`src/rtl/pool2_pkg.sv`:
```
// Shared types and helpers for the layer-2 pooling stream buffer.
package pool2_pkg;

    localparam int CH     = 8;
    localparam int DW     = 8;
    localparam int WORD_W = CH * DW;

    typedef enum logic {
        S_EVEN = 1'b0,
        S_ODD  = 1'b1
    } state_t;

    // Per-channel unsigned max; on a tie the first operand wins.
    function automatic logic [WORD_W-1:0] chan_max(input logic [WORD_W-1:0] a,
                                                   input logic [WORD_W-1:0] b);
        logic [WORD_W-1:0] r;
        r = '0;
        for (int c = 0; c < CH; c++) begin
            r[c*DW +: DW] = (b[c*DW +: DW] > a[c*DW +: DW]) ? b[c*DW +: DW] : a[c*DW +: DW];
        end
        return r;
    endfunction

endpackage

```
`src/rtl/pool2_fifo.sv`:
```
// Synchronous first-word-fall-through FIFO. A push while full is accepted
// only when a pop frees the slot in the same cycle.
module pool2_fifo #(
    parameter int WIDTH = 65,
    parameter int DEPTH = 16
) (
    input  logic                     clk,
    input  logic                     global_rst,
    input  logic                     clear,
    input  logic                     push,
    input  logic                     pop,
    input  logic [WIDTH-1:0]         wr_data,
    output logic [WIDTH-1:0]         rd_data,
    output logic                     full,
    output logic                     empty,
    output logic [$clog2(DEPTH):0]   level
);
    localparam int AW = $clog2(DEPTH);
    localparam logic [AW:0] FULL_LVL = DEPTH[AW:0];

    logic [WIDTH-1:0] mem_q [DEPTH];
    logic [AW-1:0]    wr_ptr_q, wr_ptr_d;
    logic [AW-1:0]    rd_ptr_q, rd_ptr_d;
    logic [AW:0]      level_q, level_d;
    logic             push_ok, pop_ok;

    assign full    = (level_q == FULL_LVL);
    assign empty   = (level_q == '0);
    assign level   = level_q;
    assign rd_data = mem_q[rd_ptr_q];
    assign push_ok = push & (~full | pop) & ~clear;
    assign pop_ok  = pop & ~empty & ~clear;

    // Pointer and occupancy update.
    always_comb begin
        wr_ptr_d = wr_ptr_q;
        rd_ptr_d = rd_ptr_q;
        level_d  = level_q;
        if (push_ok) wr_ptr_d = wr_ptr_q + 1'b1;
        if (pop_ok)  rd_ptr_d = rd_ptr_q + 1'b1;
        if (push_ok && !pop_ok)      level_d = level_q + 1'b1;
        else if (!push_ok && pop_ok) level_d = level_q - 1'b1;
        if (clear) begin
            wr_ptr_d = '0;
            rd_ptr_d = '0;
            level_d  = '0;
        end
    end

    // Control registers.
    always_ff @(posedge clk or posedge global_rst) begin
        if (global_rst) begin
            wr_ptr_q <= '0;
            rd_ptr_q <= '0;
            level_q  <= '0;
        end else begin
            wr_ptr_q <= wr_ptr_d;
            rd_ptr_q <= rd_ptr_d;
            level_q  <= level_d;
        end
    end

    // Storage; contents are don't-care until written, so no reset.
    always_ff @(posedge clk) begin
        if (push_ok) mem_q[wr_ptr_q] <= wr_data;
    end

endmodule

```
`src/rtl/pool2_stream_buffer.sv`:
```
// Layer-2 output pooling: per-channel 1-D max-pool (window 2, stride 2),
// FIFO buffering and valid/ready delivery to layer 3 with frame marking.
// Optional build macro: POOL_DROP_CNT_EN adds a saturating drop_count output.
//
//  state  | meaning
//  S_EVEN | no pending sample; next sample starts a pair (or is a lone last)
//  S_ODD  | first sample of a pair held in pend_q; next sample completes it
module pool2_stream_buffer
    import pool2_pkg::*;
#(
    parameter int FIFO_DEPTH = 16,
    parameter int CNT_W      = 12
) (
    input  logic                          clk,
    input  logic                          global_rst,
    input  logic                          clear,
    input  logic                          in_valid,
    input  logic [WORD_W-1:0]             in_data,
    input  logic                          in_last,
    output logic                          out_valid,
    input  logic                          out_ready,
    output logic [WORD_W-1:0]             out_data,
    output logic                          out_last,
    output logic [$clog2(FIFO_DEPTH):0]   fifo_level,
    output logic [CNT_W-1:0]              pooled_count,
    output logic                          ovf_flag,
`ifdef POOL_DROP_CNT_EN
    output logic [CNT_W-1:0]              drop_count,
`endif
    output logic                          frame_done
);
    state_t              state_q, state_d;
    logic [WORD_W-1:0]   pend_q, pend_d;
    logic [CNT_W-1:0]    pooled_count_q, pooled_count_d;
    logic                ovf_q, ovf_d;
    logic                frame_done_q, frame_done_d;
    logic                push, pop, dropped;
    logic [WORD_W-1:0]   push_word;
    logic                push_last;
    logic [WORD_W:0]     head;
    logic                fifo_full, fifo_empty;
`ifdef POOL_DROP_CNT_EN
    logic [CNT_W-1:0]    drop_count_q, drop_count_d;
`endif

    pool2_fifo #(
        .WIDTH (WORD_W + 1),
        .DEPTH (FIFO_DEPTH)
    ) u_fifo (
        .clk        (clk),
        .global_rst (global_rst),
        .clear      (clear),
        .push       (push),
        .pop        (pop),
        .wr_data    ({push_last, push_word}),
        .rd_data    (head),
        .full       (fifo_full),
        .empty      (fifo_empty),
        .level      (fifo_level)
    );

    assign out_valid    = ~fifo_empty;
    assign out_data     = fifo_empty ? '0 : head[WORD_W-1:0];
    assign out_last     = ~fifo_empty & head[WORD_W];
    assign pop          = out_valid & out_ready;
    assign dropped      = push & fifo_full & ~pop;
    assign pooled_count = pooled_count_q;
    assign ovf_flag     = ovf_q;
    assign frame_done   = frame_done_q;
`ifdef POOL_DROP_CNT_EN
    assign drop_count   = drop_count_q;
`endif

    // Pairing FSM, push formation and status counters.
    always_comb begin
        state_d        = state_q;
        pend_d         = pend_q;
        push           = 1'b0;
        push_word      = '0;
        push_last      = 1'b0;
        case (state_q)
            S_EVEN: begin
                if (in_valid) begin
                    if (in_last) begin
                        push      = 1'b1;
                        push_word = in_data;
                        push_last = 1'b1;
                    end else begin
                        pend_d  = in_data;
                        state_d = S_ODD;
                    end
                end
            end
            S_ODD: begin
                if (in_valid) begin
                    push      = 1'b1;
                    push_word = chan_max(pend_q, in_data);
                    push_last = in_last;
                    state_d   = S_EVEN;
                end
            end
            default: state_d = S_EVEN;
        endcase

        pooled_count_d = pooled_count_q;
        if (push) pooled_count_d = push_last ? '0 : pooled_count_q + 1'b1;
        ovf_d        = ovf_q | dropped;
        frame_done_d = pop & head[WORD_W];
`ifdef POOL_DROP_CNT_EN
        drop_count_d = drop_count_q;
        if (dropped && (drop_count_q != '1)) drop_count_d = drop_count_q + 1'b1;
`endif

        if (clear) begin
            state_d        = S_EVEN;
            pend_d         = '0;
            pooled_count_d = '0;
            ovf_d          = 1'b0;
            frame_done_d   = 1'b0;
`ifdef POOL_DROP_CNT_EN
            drop_count_d   = '0;
`endif
        end
    end

    // FSM state and registered outputs.
    always_ff @(posedge clk or posedge global_rst) begin
        if (global_rst) begin
            state_q        <= S_EVEN;
            pend_q         <= '0;
            pooled_count_q <= '0;
            ovf_q          <= 1'b0;
            frame_done_q   <= 1'b0;
`ifdef POOL_DROP_CNT_EN
            drop_count_q   <= '0;
`endif
        end else begin
            state_q        <= state_d;
            pend_q         <= pend_d;
            pooled_count_q <= pooled_count_d;
            ovf_q          <= ovf_d;
            frame_done_q   <= frame_done_d;
`ifdef POOL_DROP_CNT_EN
            drop_count_q   <= drop_count_d;
`endif
        end
    end

endmodule

```
`config.mk`:
```
export PLATFORM = sky130hd
export DESIGN_NAME = pool2_stream_buffer
export DESIGN_NICKNAME = d
export VERILOG_FILES = /design/src/rtl/pool2_pkg.sv /design/src/rtl/pool2_fifo.sv /design/src/rtl/pool2_stream_buffer.sv
export SDC_FILE = /design/constraint.sdc
export NUM_CORES = 1
export LEC_CHECK = 0
export CAP_MARGIN = 20
export CORE_MARGIN = 3
export CORE_UTILIZATION = 58
export DETAILED_ROUTE_END_ITERATION = 7
export PLACE_DENSITY = 0.82
export SETUP_SLACK_MARGIN = 0.3
export SKIP_CTS_REPAIR_TIMING = 1
export SYNTH_ARGS = -nofsm -noshare
export SYNTH_HDL_FRONTEND = slang
export SYNTH_SLANG_ARGS = --single-unit
```
`constraint.sdc`:
```
create_clock -name clk -period 13.42 [get_ports clk]
set_input_delay 2.684 -clock clk [delete_from_list [all_inputs] [get_ports clk]]
set_output_delay 2.684 -clock clk [all_outputs]
set_load 0.1 [all_outputs]
```
==> impl_metrics.tcl <==
set metrics [dict create \
    critPathRequiredTime_ns 10.74 \
    endpoint_kind "output pin" \
    rsz0062_at_grt "no" \
    worstRegToRegCells 6 \
    layout.cells.non_filler 3652 \
    regToRegEndpoint "u_fifo.mem_q[11][56]$_DFFE_PP_" \
    min_path_type "reg2reg" \
    power.density_nw_per_um2 188 \
    overflow 0 \
    core-area_um2 77800 \
    seq_area_frac_synth_pct 73.3 \
    worst_pin_slew_ns 1.10 \
    synth.ff_latch_count 1132 \
    clk_pin_slew_ns 0.06 \
    antenna_left 0 \
    io_buffers 154 \
    ios 155 \
    finClkSkew_ns 0.0303 \
    r2r_slack_ns 9.29 \
    ys_top_cells_by_area "edfxtp_1 68%, mux4_2 13%, dfrtp_1 5.0%" \
    die_y_um 287 \
    grt_max_degree 146 \
    syn_nets 2427 \
    min_to "pend_q[15]$_DFFE_PP0P_" \
    avgSynthCellArea_um2 20.0 \
    finalMaxSlewViolations 0 \
    initial_core_util_pct 58.8 \
    routed_wl_um 116000 \
    tns_ns 0 \
    grt_antenna_before_repair 9 \
    layout_min_cycle_time_ns 8.11 \
    synth_warnings 0 \
    ys_types 61 \
    die_w_um 287 \
    cts_root_buffer "clkbuf_16" \
    slew_headroom_pct 26.0 \
    final_util_pct 67.6 \
    postSynth.asyncResetShare_pct 8.13 \
    synth-edff-count 1040 \
    fin_crit_sh_pct 60.5 \
    drv_cap 0 \
    path_class "reg2out" \
    cts_sinks 1132 \
    synthFlopType "edfxtp_1" \
    hp-start "pend_q[15]$_DFFE_PP0P_" \
    dieArea_um2 82300 \
    synth_top_cell_area_share_pct 68.3 \
    drtIter0Drc 3420 \
    synth_area_um2 45800 \
    num_rows 102 \
    grt_pass1_wl_um 170000 \
    layout-drive-gt1-share_pct 20.9 \
    viasPerCell 6.94 \
    status "finished clean" \
    vias 25400 \
    numCtsBuffers 109 \
    synth_top_area_cell "edfxtp_1" \
    cts_tree "built" \
    finish.net_count 2661 \
    dpl.hpwl_um 56200 \
    peakVddDrop_mv 0.302 \
    cts_buffer_depth 3 \
    p_leak_uw 0.0171 \
    cp.arrival_ns 5.43 \
    whs_path_depth 1 \
    h-tree-depth 3 \
    max_freq_mhz 123 \
    hold_viol 0 \
    worstSkewPairLatency_ns 0.69 \
    setup_viol 0 \
    synth_cells 2282 \
    grt_usage_pct 28.2 \
    drc 0 \
    area_delta_synth_final_pct 15.0 \
    startpoint_type "register" \
    r2r-start "state_q$_DFF_PP0_" \
    wl_per_cell_um 31.8 \
    gp_congestion 0.790 \
    crit_fanout 145 \
    grt_pass1_vias 26200 \
    place_inst 3437 \
    firstDrtPassIters 5 \
]
critical path, cell delays in order, from the launching register on:
cell,delay [ns]
dfrtp_4,0.81
buf_12,0.66
buf_4,0.55
buf_16,0.32
mux4_2,0.27
mux2i_1,0.08
o22ai_1,0.50
clkdlybuf4s50_1,1.25
power by group:
part	leakage, uW	total (uW)	internal [uW]	switching, uW
clock	0.00180	3150	1830	1320
combinational	0.00447	2820	782	2040
sequential	0.0108	3940	3900	41.1
registers in the layout (all words and copies together), names as in the netlist:
| register | count |
|---|---|
| ovf_flag | 1 |
| u_fifo.level | 5 |
| u_fifo.wr_ptr_q | 4 |
| pooled_count | 12 |
| state_q | 1 |
| u_fifo.rd_ptr_q | 4 |
| u_fifo.mem_q | 1040 |
| pend_q | 64 |
| frame_done | 1 |
Yosys cell counts, types with 13 or more instances:
library cell	number
a21oi_1	27
a22o_1	88
and2_1	13
buf_1	17
buf_2	53
clkbuf_1	40
dfrtp_1	92
edfxtp_1	1040
ha_1	74
inv_1	80
mux2i_1	130
mux4_2	261
nand2_1	30
nand4_1	17
nor2_1	32
nor3_1	16
o21ai_0	37
o22ai_1	66
o31ai_1	56
final cells by class:
class                   count  area (um2)
flip-flops and latches   1132       33500
fillers                  4642       25300
multi-input cells         956       11500
clock buffers             140        3000
repair buffers            237        2260
well taps                1040        1300
clock inverters            64         684
inverters                  80         303
diodes                      3        7.51
stage by stage:
step	setup WS [ns]	hold slack (ns)	power, uW	instance area (um2)
after floorplan	4.76	0.473	6090	45800
after global placement	5.75	0.489	6760	48700
after detailed placement	5.74	0.492	6790	48800
after CTS	4.94	0.510	9920	52500
after global routing	5.25	0.522	10200	52600
final	5.31	0.505	9910	52600
worst max path at each step:
stage | start | cells past startpoint | slack [ns] | end
floorplan | out_ready | 6 | 4.76 | u_fifo.mem_q[4][0]$_DFFE_PP_
global placement | u_fifo.rd_ptr_q[0]$_DFFE_PP0P_ | 6 | 5.75 | out_data[4]
detailed placement | u_fifo.rd_ptr_q[0]$_DFFE_PP0P_ | 6 | 5.74 | out_data[9]
CTS | u_fifo.rd_ptr_q[0]$_DFFE_PP0P_ | 6 | 4.94 | out_data[4]
global route | u_fifo.rd_ptr_q[2]$_DFFE_PP0P_ | 7 | 5.25 | out_data[3]
finish | u_fifo.rd_ptr_q[2]$_DFFE_PP0P_ | 7 | 5.31 | out_data[3]
kinds of logic after synthesis:
family | after synthesis | synth area share, %
flops | 1132 | 73.3
xor+xnor | 10 | 0.191
mux | 392 | 15.7
compound gates | 321 | 5.08
buf+inv | 194 | 1.79
fa+ha+maj | 75 | 2.07
simple gates | 158 | 1.85
per-layer routing:
layer | GRT usage [%] | part of all wire [%] | up-vias
met4 | 11.4 | 4.0 | 10
li1 | - | - | 10000
met5 | 0 | 0.055 | -
met2 | 45.3 | 49 | 1906
met1 | 38.4 | 36 | 13100
met3 | 5.75 | 10 | 373
cells in the final DEF (no fill, tap or decap), types with 26 or more instances in the layout:
| cell type | count |
|---|---|
| a21oi_1 | 27 |
| a22o_1 | 88 |
| buf_4 | 68 |
| clkbuf_16 | 113 |
| clkdlybuf4s50_1 | 154 |
| dfrtp_1 | 89 |
| edfxtp_1 | 1040 |
| ha_1 | 74 |
| inv_1 | 79 |
| mux2i_1 | 130 |
| mux4_2 | 261 |
| nand2_1 | 29 |
| nor2_1 | 26 |
| o21ai_0 | 34 |
| o22ai_1 | 66 |
| o31ai_1 | 56 |
Note: power is estimated with default switching activity, not from simulation.
